`src/rtl/elbeth_id_exs_stage.sv`:
```
// ============================================================================
// Module   : elbeth_id_exs_stage
// Brief    : ID->EXS pipeline register with operand forwarding, load-use
//            bubble insertion, external stall and flush.
//            Optional macro ELBETH_PERF_CNT_EN adds output bubble_count.
// Revision : 1.0 - initial release
// ============================================================================
`default_nettype none

module elbeth_id_exs_stage #(
  parameter int XLEN     = 32,
  parameter int ALU_OP_W = 4
) (
  input  logic                clk,
  input  logic                rst_n,
  input  logic                stall_in,
  input  logic                flush,
  input  logic                id_valid,
  input  logic [XLEN-1:0]     id_pc,
  input  logic [4:0]          id_rs1,
  input  logic [4:0]          id_rs2,
  input  logic [XLEN-1:0]     id_rs1_data,
  input  logic [XLEN-1:0]     id_rs2_data,
  input  logic [4:0]          id_rd_addr,
  input  logic                id_w_gpr_en,
  input  logic                id_mem_read,
  input  logic                id_mem_write,
  input  logic [ALU_OP_W-1:0] id_alu_op,
  input  logic [XLEN-1:0]     id_imm,
  input  logic                match_forward_rs1,
  input  logic                match_forward_rs2,
  input  logic [XLEN-1:0]     exs_fwd_data,
  input  logic [XLEN-1:0]     mem_load_data,
  output logic                id_stall,
  output logic                exs_valid,
  output logic [XLEN-1:0]     exs_pc,
  output logic [XLEN-1:0]     exs_rs1_data,
  output logic [XLEN-1:0]     exs_rs2_data,
  output logic [4:0]          exs_rd_addr,
  output logic                exs_w_gpr_en,
  output logic                exs_mem_read,
  output logic                exs_mem_write,
  output logic [ALU_OP_W-1:0] exs_alu_op,
  output logic [XLEN-1:0]     exs_imm
`ifdef ELBETH_PERF_CNT_EN
  ,
  output logic [31:0]         bubble_count
`endif
);

  localparam logic [0:0] S_RUN    = 1'b0;
  localparam logic [0:0] S_BUBBLE = 1'b1;

  logic [0:0]          r_state;
  logic [0:0]          w_state_next;
  logic [4:0]          r_load_rd;

  logic                r_exs_valid;
  logic [XLEN-1:0]     r_exs_pc;
  logic [XLEN-1:0]     r_exs_rs1_data;
  logic [XLEN-1:0]     r_exs_rs2_data;
  logic [4:0]          r_exs_rd_addr;
  logic                r_exs_w_gpr_en;
  logic                r_exs_mem_read;
  logic                r_exs_mem_write;
  logic [ALU_OP_W-1:0] r_exs_alu_op;
  logic [XLEN-1:0]     r_exs_imm;

  logic                w_load_use;
  logic                w_bubble_ins;
  logic                w_capture;
  logic                w_id_stall;
  logic [XLEN-1:0]     w_rs1_res;
  logic [XLEN-1:0]     w_rs2_res;

  assign w_load_use = id_valid & r_exs_valid & r_exs_mem_read & r_exs_w_gpr_en &
                      (r_exs_rd_addr != 5'd0) &
                      ((r_exs_rd_addr == id_rs1) | (r_exs_rd_addr == id_rs2));

  // State register
  always_ff @(posedge clk or negedge rst_n) begin
    if (!rst_n) begin
      r_state <= S_RUN;
    end else begin
      r_state <= w_state_next;
    end
  end

  // Next-state logic
  always_comb begin
    w_state_next = r_state;
    if (flush) begin
      w_state_next = S_RUN;
    end else if (!stall_in) begin
      case (r_state)
        S_RUN:    w_state_next = w_load_use ? S_BUBBLE : S_RUN;
        S_BUBBLE: w_state_next = S_RUN;
        default:  w_state_next = S_RUN;
      endcase
    end
  end

  // Output / action decode; id_stall is held low while reset is asserted
  always_comb begin
    w_id_stall   = 1'b0;
    w_bubble_ins = 1'b0;
    w_capture    = 1'b0;
    w_id_stall   = rst_n & (stall_in | ((r_state == S_RUN) & w_load_use));
    w_bubble_ins = ~flush & ~stall_in & (r_state == S_RUN) & w_load_use;
    w_capture    = ~flush & ~stall_in & ~w_bubble_ins;
  end

  // In BUBBLE the EXS slot is empty, so the forward matches are stale and the
  // only possible late operand is the load that caused the bubble.
  always_comb begin
    w_rs1_res = id_rs1_data;
    w_rs2_res = id_rs2_data;
    if (r_state == S_BUBBLE) begin
      if ((id_rs1 == r_load_rd) && (r_load_rd != 5'd0)) w_rs1_res = mem_load_data;
      if ((id_rs2 == r_load_rd) && (r_load_rd != 5'd0)) w_rs2_res = mem_load_data;
    end else begin
      if (match_forward_rs1) w_rs1_res = exs_fwd_data;
      if (match_forward_rs2) w_rs2_res = exs_fwd_data;
    end
  end

  always_ff @(posedge clk or negedge rst_n) begin
    if (!rst_n) begin
      r_exs_valid     <= 1'b0;
      r_exs_pc        <= '0;
      r_exs_rs1_data  <= '0;
      r_exs_rs2_data  <= '0;
      r_exs_rd_addr   <= 5'd0;
      r_exs_w_gpr_en  <= 1'b0;
      r_exs_mem_read  <= 1'b0;
      r_exs_mem_write <= 1'b0;
      r_exs_alu_op    <= '0;
      r_exs_imm       <= '0;
      r_load_rd       <= 5'd0;
    end else if (flush) begin
      r_exs_valid     <= 1'b0;
      r_exs_w_gpr_en  <= 1'b0;
      r_exs_mem_read  <= 1'b0;
      r_exs_mem_write <= 1'b0;
    end else if (w_bubble_ins) begin
      r_exs_valid     <= 1'b0;
      r_exs_w_gpr_en  <= 1'b0;
      r_exs_mem_read  <= 1'b0;
      r_exs_mem_write <= 1'b0;
      r_load_rd       <= r_exs_rd_addr;
    end else if (w_capture) begin
      r_exs_valid     <= id_valid;
      r_exs_pc        <= id_pc;
      r_exs_rs1_data  <= w_rs1_res;
      r_exs_rs2_data  <= w_rs2_res;
      r_exs_rd_addr   <= id_rd_addr;
      r_exs_w_gpr_en  <= id_w_gpr_en;
      r_exs_mem_read  <= id_mem_read;
      r_exs_mem_write <= id_mem_write;
      r_exs_alu_op    <= id_alu_op;
      r_exs_imm       <= id_imm;
    end
  end

`ifdef ELBETH_PERF_CNT_EN
  logic [31:0] r_bubble_count;

  always_ff @(posedge clk or negedge rst_n) begin
    if (!rst_n) begin
      r_bubble_count <= 32'd0;
    end else if (w_bubble_ins) begin
      r_bubble_count <= r_bubble_count + 32'd1;
    end
  end

  assign bubble_count = r_bubble_count;
`endif

  assign id_stall      = w_id_stall;
  assign exs_valid     = r_exs_valid;
  assign exs_pc        = r_exs_pc;
  assign exs_rs1_data  = r_exs_rs1_data;
  assign exs_rs2_data  = r_exs_rs2_data;
  assign exs_rd_addr   = r_exs_rd_addr;
  assign exs_w_gpr_en  = r_exs_w_gpr_en;
  assign exs_mem_read  = r_exs_mem_read;
  assign exs_mem_write = r_exs_mem_write;
  assign exs_alu_op    = r_exs_alu_op;
  assign exs_imm       = r_exs_imm;

endmodule

`default_nettype wire

```
`config.mk`:
```
export PLATFORM = sky130hd
export DESIGN_NAME = elbeth_id_exs_stage
export DESIGN_NICKNAME = d
export VERILOG_FILES = /design/src/rtl/elbeth_id_exs_stage.sv
export SDC_FILE = /design/constraint.sdc
export NUM_CORES = 1
export LEC_CHECK = 0
export ABC_AREA = 1
export ABC_CLOCK_PERIOD_IN_PS = 5300
export CAP_MARGIN = 20
export CELL_PAD_IN_SITES_DETAIL_PLACEMENT = 1
export CELL_PAD_IN_SITES_GLOBAL_PLACEMENT = 1
export CORE_ASPECT_RATIO = 2
export CORE_UTILIZATION = 31
export CTS_BUF_LIST = sky130_fd_sc_hd__clkbuf_16
export CTS_CLUSTER_DIAMETER = 40
export CTS_CLUSTER_SIZE = 28
export DETAILED_ROUTE_END_ITERATION = 10
export PLACE_DENSITY_LB_ADDON = 0.08
export REMOVE_ABC_BUFFERS = 1
export SYNTH_ARGS = -nofsm -noshare
export SYNTH_HDL_FRONTEND = slang
export SYNTH_SLANG_ARGS = --single-unit
```
`constraint.sdc`:
```
create_clock -name clk -period 5.3 [get_ports clk]
set_clock_uncertainty 0.2 [all_clocks]
set_input_delay 0.53 -clock clk [delete_from_list [all_inputs] [get_ports clk]]
set_output_delay 0.53 -clock clk [all_outputs]
set_load 0.01 [all_outputs]
```
==> results.cfg, run 1 <==
[power_and_ir_drop]
ir_worst_vdd_uv = 202
p_leak_nw = 6.44
finalPower_w = 0.00353
p_per_area_mw_per_mm2 = 276

[drt]
drc = 0
num_vias = 9340
vias_per_cell = 4.79
m1WireLength_um = 12900
routedWlPerCell_um = 17.2
routed-wl-met2_um = 18100
highest_layer = met4
wl_met3_um = 1500
drt_iter0_drc = 447
routed_wl_um = 33500
drtPass1Iterations = 4
ant_nets = 0

[floorplanning]
fp-row-count = 85
die_area_sq_mm = 0.0279
io_pins = 363
die_x_um = 119
start_util = 0.315
core_area_sq_mm = 0.0268
die_h_um = 235

[placement]
placed_area_sq_mm = 0.0122
dp_slack_ps = 1470
io_buffers = 362
routabilityCongestion = 0.804
dp_hpwl_um = 23400

[cells_and_area]
drive_gt1_frac = 0.0357
areaGrowthSynthToFinish_pct = 52.0
fillers = 3412
fin_nets = 1805
layout_commonest_cell = nand2_1
fin_area_sq_mm = 0.0128
finish.utilization = 0.478
layout_common_cells = nand2_1 (599), clkdlybuf4s50_1 (359), inv_1 (146), dfrtp_1 (146), nand3_1 (132)

[timing]
hold_viol = 0
slew_viol_final = 0
worst_slack_ps = 1920
final.min_clock_period_ps = 3380
final-setup-viol-count = 0
relSlewSlack = 0.340
hold_ws_ps = 279
max_freq_mhz = 296
fin_crit_sh = 0.638
rsz0062_at_grt = false
tightestPinTransition_ps = 990

[clock_network]
cts_tree = built
h-tree-depth = 4
cts_buffer_depth = 2
cts.sinks = 147
cts_made_buffers = 17
root_buffer = clkbuf_16
clk_transition_reported_paths_ps = 70
insertion_delay_ps = 440

[logic_synthesis]
ys_seq_area_frac = 0.436
synth.top_cell.area_share = 0.436
ys_warn_count = 0
synthTopCellsByArea = dfrtp_1 (44%), nand2_1 (27%), nand3_1 (7.8%)
syn_avg_cell_area_sq_um = 6.65
netlist_area_sq_mm = 0.00843
synth_cells = 1267
synth_largest_area_cell = dfrtp_1
ys_ff_latch = 147
synthDistinctLibCells = 22

[global_route]
track_usage = 0.245
grt_start_max_net_pins = 90
overflow = 0
grt_pass1_vias = 9777
grt_pass1_wl_um = 52700
antenna_found_initial = 6

[setup_path]
critPathTopFamily = simple AND/OR/NAND/NOR gates
endpoint_kind = flop
critPathSlowestCell = buf_4
cpPeakStageDelay_ps = 820
crit_path_frequent_cell = nand2_1
worstSetupPathType = input port to flop
cp_data_required_time_ps = 5490
r2r_slack_ps = 1940
startpoint_type = input port
cp_data_arrival_time_ps = 3570
crit_chain = clkdlybuf4s50_1 -> inv_1 -> nand2_1 -> nand2_1 -> nor2_1 -> nand3_1 -> nand2_1 -> nand3_2 -> nand2_4 -> buf_4 -> nand2_1 -> nand2_1
crit_buf_inv = 3
critical_path.max_fanout = 89

[hold_path]
worst_hold_path_type = flop to flop

[flow_run]
max-cap-violations = 0

[status]
status = completed
==> report_power, final <==
part	internal, W	switching, W
combinational	0.000489	0.000412
sequential	0.00126	0.0000915
clock	0.000745	0.000534
==> Yosys cell counts (all sizes together) <==
master  instances
a21oi          64
nor3            1
xor2            2
o21ai          69
a21boi          1
or2             1
dfrtp         147
nand3         133
clkbuf         40
nand4           2
xnor2           6
nor2           14
nand2         600
buf            38
o21bai          1
inv           148
==> routing by layer <==
metal  vias to the layer above  GRT usage
li1                       4519          -
met1                      4518      0.267
met2                       256      0.446
met3                        47     0.0451
met4                         0      0.124
met5                         -          0
==> cell type report <==
class	count	area, sq um	share of cell area
multi-input combinational	894	3790	0.295
timing repair buffer	376	3730	0.291
sequential	147	3680	0.287
inverter	148	558	0.0435
tap	348	435	0.0340
clock buffer	17	425	0.0332
clock inverter	15	180	0.0141
antenna	6	15.0	0.00117
==> logic make-up after synthesis <==
family                    after synthesis  share of synthesized area
and+or+nand+nor                       751                      0.357
buffers and inverters                 226                      0.118
DFF                                   147                      0.436
AOI/OAI and AO/OA                     135                     0.0807
xor gates and xnor gates                8                    0.00831
==> worst register-to-register path: stages (launching register included) <==
cell	delay, ps
dfrtp_4	710
nor3_1	330
nand3_2	270
nand2_4	540
buf_4	860
nand2_1	270
nand2_1	130
==> sequential cells by signal, indices dropped and copies added, names as in the netlist <==
register,count
exs_pc,32
exs_mem_read,1
exs_rs1_data,32
exs_alu_op,4
exs_valid,1
r_state,1
r_load_rd,5
exs_rd_addr,5
exs_rs2_data,32
exs_imm,32
exs_w_gpr_en,1
exs_mem_write,1
==> timing repair <==
| item | in CTS | in global routing |
|---|---|---|
| hold buffers | 1 | 0 |
| gates resized for setup | 0 | 0 |
| endpoints found under the setup margin | 0 | 0 |
| hold endpoints to repair | 41 | 0 |
| setup buffers | 0 | 0 |
==> worst paths after layout <==
| check | startpoint | to | cells after the start |
|---|---|---|---|
| min in group asynchronous | rst_n | exs_imm[25]$_DFFE_PN0P_ | 2 |
| setup reg to reg | r_state$_DFFE_PN0P_ | exs_imm[2]$_DFFE_PN0P_ | 6 |
| hold reg to reg | exs_imm[8]$_DFFE_PN0P_ | exs_imm[8]$_DFFE_PN0P_ | 2 |
| setup / recovery | id_rs1[1] | exs_imm[2]$_DFFE_PN0P_ | 12 |
| max in group asynchronous | rst_n | exs_imm[27]$_DFFE_PN0P_ | 3 |
| hold / removal | exs_imm[8]$_DFFE_PN0P_ | exs_imm[8]$_DFFE_PN0P_ | 2 |
==> stage by stage <==
step | std cells | TNS [ps]
finish | 1951 | 0
global route | 1951 | 0
CTS | 1945 | 0
detailed placement | 1912 | 0
global placement | 1912 | 0
floorplan | 1189 | -219050
(Power assumes the default switching activity.)
==> run 2, diff against run 1 <==
ABC_CLOCK_PERIOD_IN_PS = 2700   (was 5300)
CORE_UTILIZATION = 26   (was 31)
clock period = 2.7 ns   (was 5.3 ns; I/O delays follow)
==> results.cfg, run 2 (synthesis gave the netlist of run 1 again) <==
[status]
status = completed

[setup_path]
reg2reg_from = exs_rd_addr[0]$_DFFE_PN0P_
startpoint_type = flop
critPathSlowestCell = dfrtp_1
cpPeakStageDelay_ps = 430
reg2reg_to = exs_imm[27]$_DFFE_PN0P_
crit_buf_inv = 2
cp_data_arrival_time_ps = 1940
critPathTopFamily = simple AND/OR/NAND/NOR gates
cp_data_required_time_ps = 2230
reg2reg_depth = 10
endpoint_kind = output port
worstSetupPathType = flop to output port
critical_path.max_fanout = 5
crit_path_frequent_cell = nand2_1
crit_chain = inv_1 -> nand2_1 -> nand2_1 -> nor2_1 -> nand3_1 -> nand2_1 -> nand3_1 -> a21boi_0 -> dlygate4sd2_1
r2r_slack_ps = 410

[floorplanning]
io_pins = 363
die_x_um = 129
die_area_sq_mm = 0.0332
die_h_um = 257
core_area_sq_mm = 0.0318
fp-row-count = 92
start_util = 0.265

[global_route]
grt_pass1_vias = 9842
track_usage = 0.220
grt_start_max_net_pins = 130
grt_pass1_wl_um = 55100
overflow = 0
antenna_found_initial = 6

[drt]
drt_iter0_drc = 256
drtPass1Iterations = 4
routedWlPerCell_um = 17.4
vias_per_cell = 4.54
ant_nets = 0
routed_wl_um = 35400
drc = 0
num_vias = 9260

[power_and_ir_drop]
p_per_area_mw_per_mm2 = 527
p_leak_nw = 6.54
ir_worst_vdd_uv = 461
finalPower_w = 0.00692

[cells_and_area]
ff_latch_area_sq_mm = 0.00369
layout_common_cells = nand2_1 (597), clkdlybuf4s50_1 (358), inv_1 (147), dfrtp_1 (143), nand3_1 (132)
layout_commonest_cell = nand2_1
fin_nets = 1818
areaGrowthSynthToFinish_pct = 55.5
multiInputGateArea_sq_mm = 0.00379
fin_area_sq_mm = 0.0131
drive_gt1_frac = 0.0460
fillers = 4006

[placement]
io_buffers = 362
placed_area_sq_mm = 0.0125
dp_hpwl_um = 25400
routabilityCongestion = 0.762

[timing]
max_freq_mhz = 415
slew_viol_final = 0
tightestPinTransition_ps = 664
rsz0062_at_grt = false
hold_viol = 0
final-setup-viol-count = 0
hold_ws_ps = 108
relSlewSlack = 0.557
fin_crit_sh = 0.893
final.min_clock_period_ps = 2410

[flow_run]
max-cap-violations = 0

[clock_network]
insertion_delay_ps = 440
cts.sinks = 147
cts_made_buffers = 17
h-tree-depth = 4
clk_transition_reported_paths_ps = 60
cts_buffer_depth = 2
cts_tree = built
root_buffer = clkbuf_16

[hold_path]
worst_hold_path_type = input port to async pin
-- run 2: how the worst max path moves through the flow --
stage / end / depth (start not counted) / start
finish: id_stall / 9 / exs_rd_addr[2]$_DFFE_PN0P_
global route: id_stall / 9 / exs_rd_addr[3]$_DFFE_PN0P_
CTS: id_stall / 9 / exs_rd_addr[2]$_DFFE_PN0P_
detailed placement: id_stall / 10 / id_rs2[0]
global placement: id_stall / 10 / id_rs2[0]
floorplan: exs_alu_op[0]$_DFFE_PN0P_ / 6 / r_state$_DFFE_PN0P_
-- run 2: timing repair --
item	in CTS	in global routing
resized for setup	4	0
hold buffers	1	0
endpoints found under the setup margin	1	0
setup buffers	2	0
hold endpoints to repair	47	0
-- run 2: per-layer routing --
layer | GRT usage | up-vias | wire length [um] | share of wire
met2 | 0.409 | 243 | 19300 | 0.54
met4 | 0.0915 | 2 | 995 | 0.028
li1 | - | 4548 | - | -
met3 | 0.0469 | 40 | 1780 | 0.050
met1 | 0.234 | 4427 | 13400 | 0.38
met5 | 0 | - | 11 | 0.00031
-- run 2: area by class of cell --
type,count,area share
Clock inverter,15,0.0125
Antenna cell,5,0.000954
Tap cell,423,0.0404
Clock buffer,17,0.0324
Inverter,148,0.0426
Sequential cell,147,0.281
Timing Repair Buffer,389,0.301
Multi-Input combinational cell,894,0.289
-- run 2: report_power, final --
part           internal, W  switching (W)  total, W
logic             0.000984       0.000825   0.00181
clock network      0.00144        0.00102   0.00246
registers          0.00248       0.000165   0.00264
-- run 2: stage by stage --
step | util | worst slack (ps) | cells | TNS (ps)
6_report | 0.413 | 289 | 2038 | 0
5_1_grt | 0.413 | 85.3 | 2038 | 0
3_3_place_gp | 0.393 | 101 | 1998 | 0
3_5_place_dp | 0.393 | 85.7 | 1998 | 0
2_1_floorplan | - | -4160 | 1189 | -586510
4_1_cts | 0.412 | 225 | 2033 | 0
==> run 3, diff against run 2 <==
ABC_CLOCK_PERIOD_IN_PS = 2200   (was 2700)
clock period = 2.2 ns   (was 2.7 ns; I/O delays follow)
==> results.cfg, run 3 (synthesis gave the netlist of run 1 again) <==
[power_and_ir_drop]
finalPower_w = 0.00859
switching_power_w = 0.00270
p_leak_nw = 6.93
p_per_area_mw_per_mm2 = 610
clkPwrFrac = 0.330
power_frac_comb = 0.287
ir_worst_vdd_uv = 563
intPower_w = 0.00588
seq_power_share = 0.383
p_sw_frac = 0.315

[setup_path]
worstSetupPathType = flop to flop
startpoint_type = flop
critical_path.max_fanout = 14
critPathSlowestCell = dfrtp_1
cp_data_required_time_ps = 2330
endpoint_kind = flop
cpPeakStageDelay_ps = 430
crit_chain = inv_2 -> buf_6 -> nand4_1 -> o21bai_1 -> inv_1 -> buf_6 -> nand3_4 -> nand2_8 -> buf_8 -> clkbuf_16 -> nand2_1 -> nand2_1
crit_buf_inv = 6
cp_data_arrival_time_ps = 2290
critPathTopFamily = buffers and inverters

[clock_network]
cts.sinks = 147
clk_transition_reported_paths_ps = 70
cts_tree = built
h-tree-depth = 4
root_buffer = clkbuf_16
cts_made_buffers = 17
insertion_delay_ps = 440
cts_buffer_depth = 2

[global_route]
antenna_found_initial = 3
grt_start_max_net_pins = 148
track_usage = 0.216
grt_pass1_wl_um = 54000
grt_pass1_vias = 9655
overflow = 0

[floorplanning]
die_x_um = 129
io_pins = 363
die_h_um = 257
fp-row-count = 92
start_util = 0.265
core_area_sq_mm = 0.0318
die_area_sq_mm = 0.0332

[timing]
rsz0062_at_grt = true
final.min_clock_period_ps = 2150
max_freq_mhz = 464
slew_viol_final = 0
relSlewSlack = 0.425
hold_viol = 0
fin_crit_sh = 0.979
final-setup-viol-count = 0
tightestPinTransition_ps = 863

[drt]
vias_per_cell = 4.56
drtPass1Iterations = 4
num_vias = 9452
drc = 0
ant_nets = 0
drt_iter0_drc = 258
routedWlPerCell_um = 17.8
routed_wl_um = 37000

[cells_and_area]
fillers = 3969
areaGrowthSynthToFinish_pct = 67.0
drive_gt1_frac = 0.127
fin_nets = 1856
layout_commonest_cell = nand2_1
layout_common_cells = nand2_1 (503), clkdlybuf4s50_1 (358), dfrtp_1 (146), inv_1 (144), nand3_1 (131)
layout.cells.non_filler = 2074

[placement]
io_buffers = 362
routabilityCongestion = 0.768
dp_hpwl_um = 25700
dp_cells = 2025

[hold_path]
worst_hold_path_type = input port to flop

[flow_run]
max-cap-violations = 0

[status]
status = completed
run 3: final cells by class:
type / count / area [sq um] / area share
multi-input cells: 894 / 4180 / 0.296
repair buffers: 427 / 4560 / 0.324
clock buffers: 17 / 425 / 0.0302
inverters: 148 / 582 / 0.0413
diodes: 3 / 7.51 / 0.000533
clock inverters: 15 / 123 / 0.00871
well taps: 423 / 529 / 0.0376
flip-flops and latches: 147 / 3680 / 0.261
run 3: what timing repair did:
action,4_1_cts,5_1_grt
resized for setup,12,139
hold buffers,1,0
gates cloned,0,9
setup buffers,1,3
endpoints found under the hold margin,147,0
pin swaps,2,43
setup endpoints to repair,131,141
run 3: worst paths after layout:
kind	start	endpoint	slack (ps)	cells after the start
max in group asynchronous	rst_n	exs_imm[2]$_DFFE_PN0P_	830	3
max reg2reg	exs_rd_addr[0]$_DFFE_PN0P_	exs_alu_op[3]$_DFFE_PN0P_	50	12
min	match_forward_rs1	exs_rs1_data[9]$_DFFE_PN0P_	90	5
min in group asynchronous	rst_n	exs_rs2_data[29]$_DFFE_PN0P_	340	3
max	exs_rd_addr[0]$_DFFE_PN0P_	exs_alu_op[3]$_DFFE_PN0P_	50	12
min reg2reg	exs_rs2_data[31]$_DFFE_PN0P_	exs_rs2_data[31]$_DFFE_PN0P_	280	2
run 3: power by group through the flow:
stage	sequential [W]	combinational (W)	clock, W
5_1_grt	0.00333	0.00268	0.00300
3_5_place_dp	0.00329	0.00231	0
6_report	0.00329	0.00246	0.00283
2_1_floorplan	0.00343	0.000598	0
3_3_place_gp	0.00328	0.00228	0
4_1_cts	0.00324	0.00234	0.00293
run 3: worst reg2reg max path: stages, from the launching register on:
cell and delay [ps]:
dfrtp_1 430, inv_2 100, buf_6 100, nand4_1 120
o21bai_1 180, inv_1 90, buf_6 120, nand3_4 80
nand2_8 120, buf_8 210, clkbuf_16 180, nand2_1 60
nand2_1 60
run 3: per-layer routing:
layer  share of wire  GRT usage
met5               0          0
met2            0.56      0.408
met4           0.028     0.0869
met1            0.37      0.227
met3           0.049     0.0434
run 3: per-stage QoR:
| step | instance area, sq um | util | worst slack [ps] | TNS [ps] | hold slack [ps] |
|---|---|---|---|---|---|
| after CTS | 13400 | 0.421 | 0.0286 | 0 | 64.8 |
| after global placement | 12800 | 0.403 | -286 | -9720 | 247 |
| after floorplan | 7990 | - | -4660 | -660460 | -276 |
| after global routing | 14100 | 0.443 | -57.3 | -2780 | 103 |
| final | 14100 | 0.443 | 46.9 | 0 | 86.5 |
| after detailed placement | 12800 | 0.403 | -346 | -19170 | 254 |
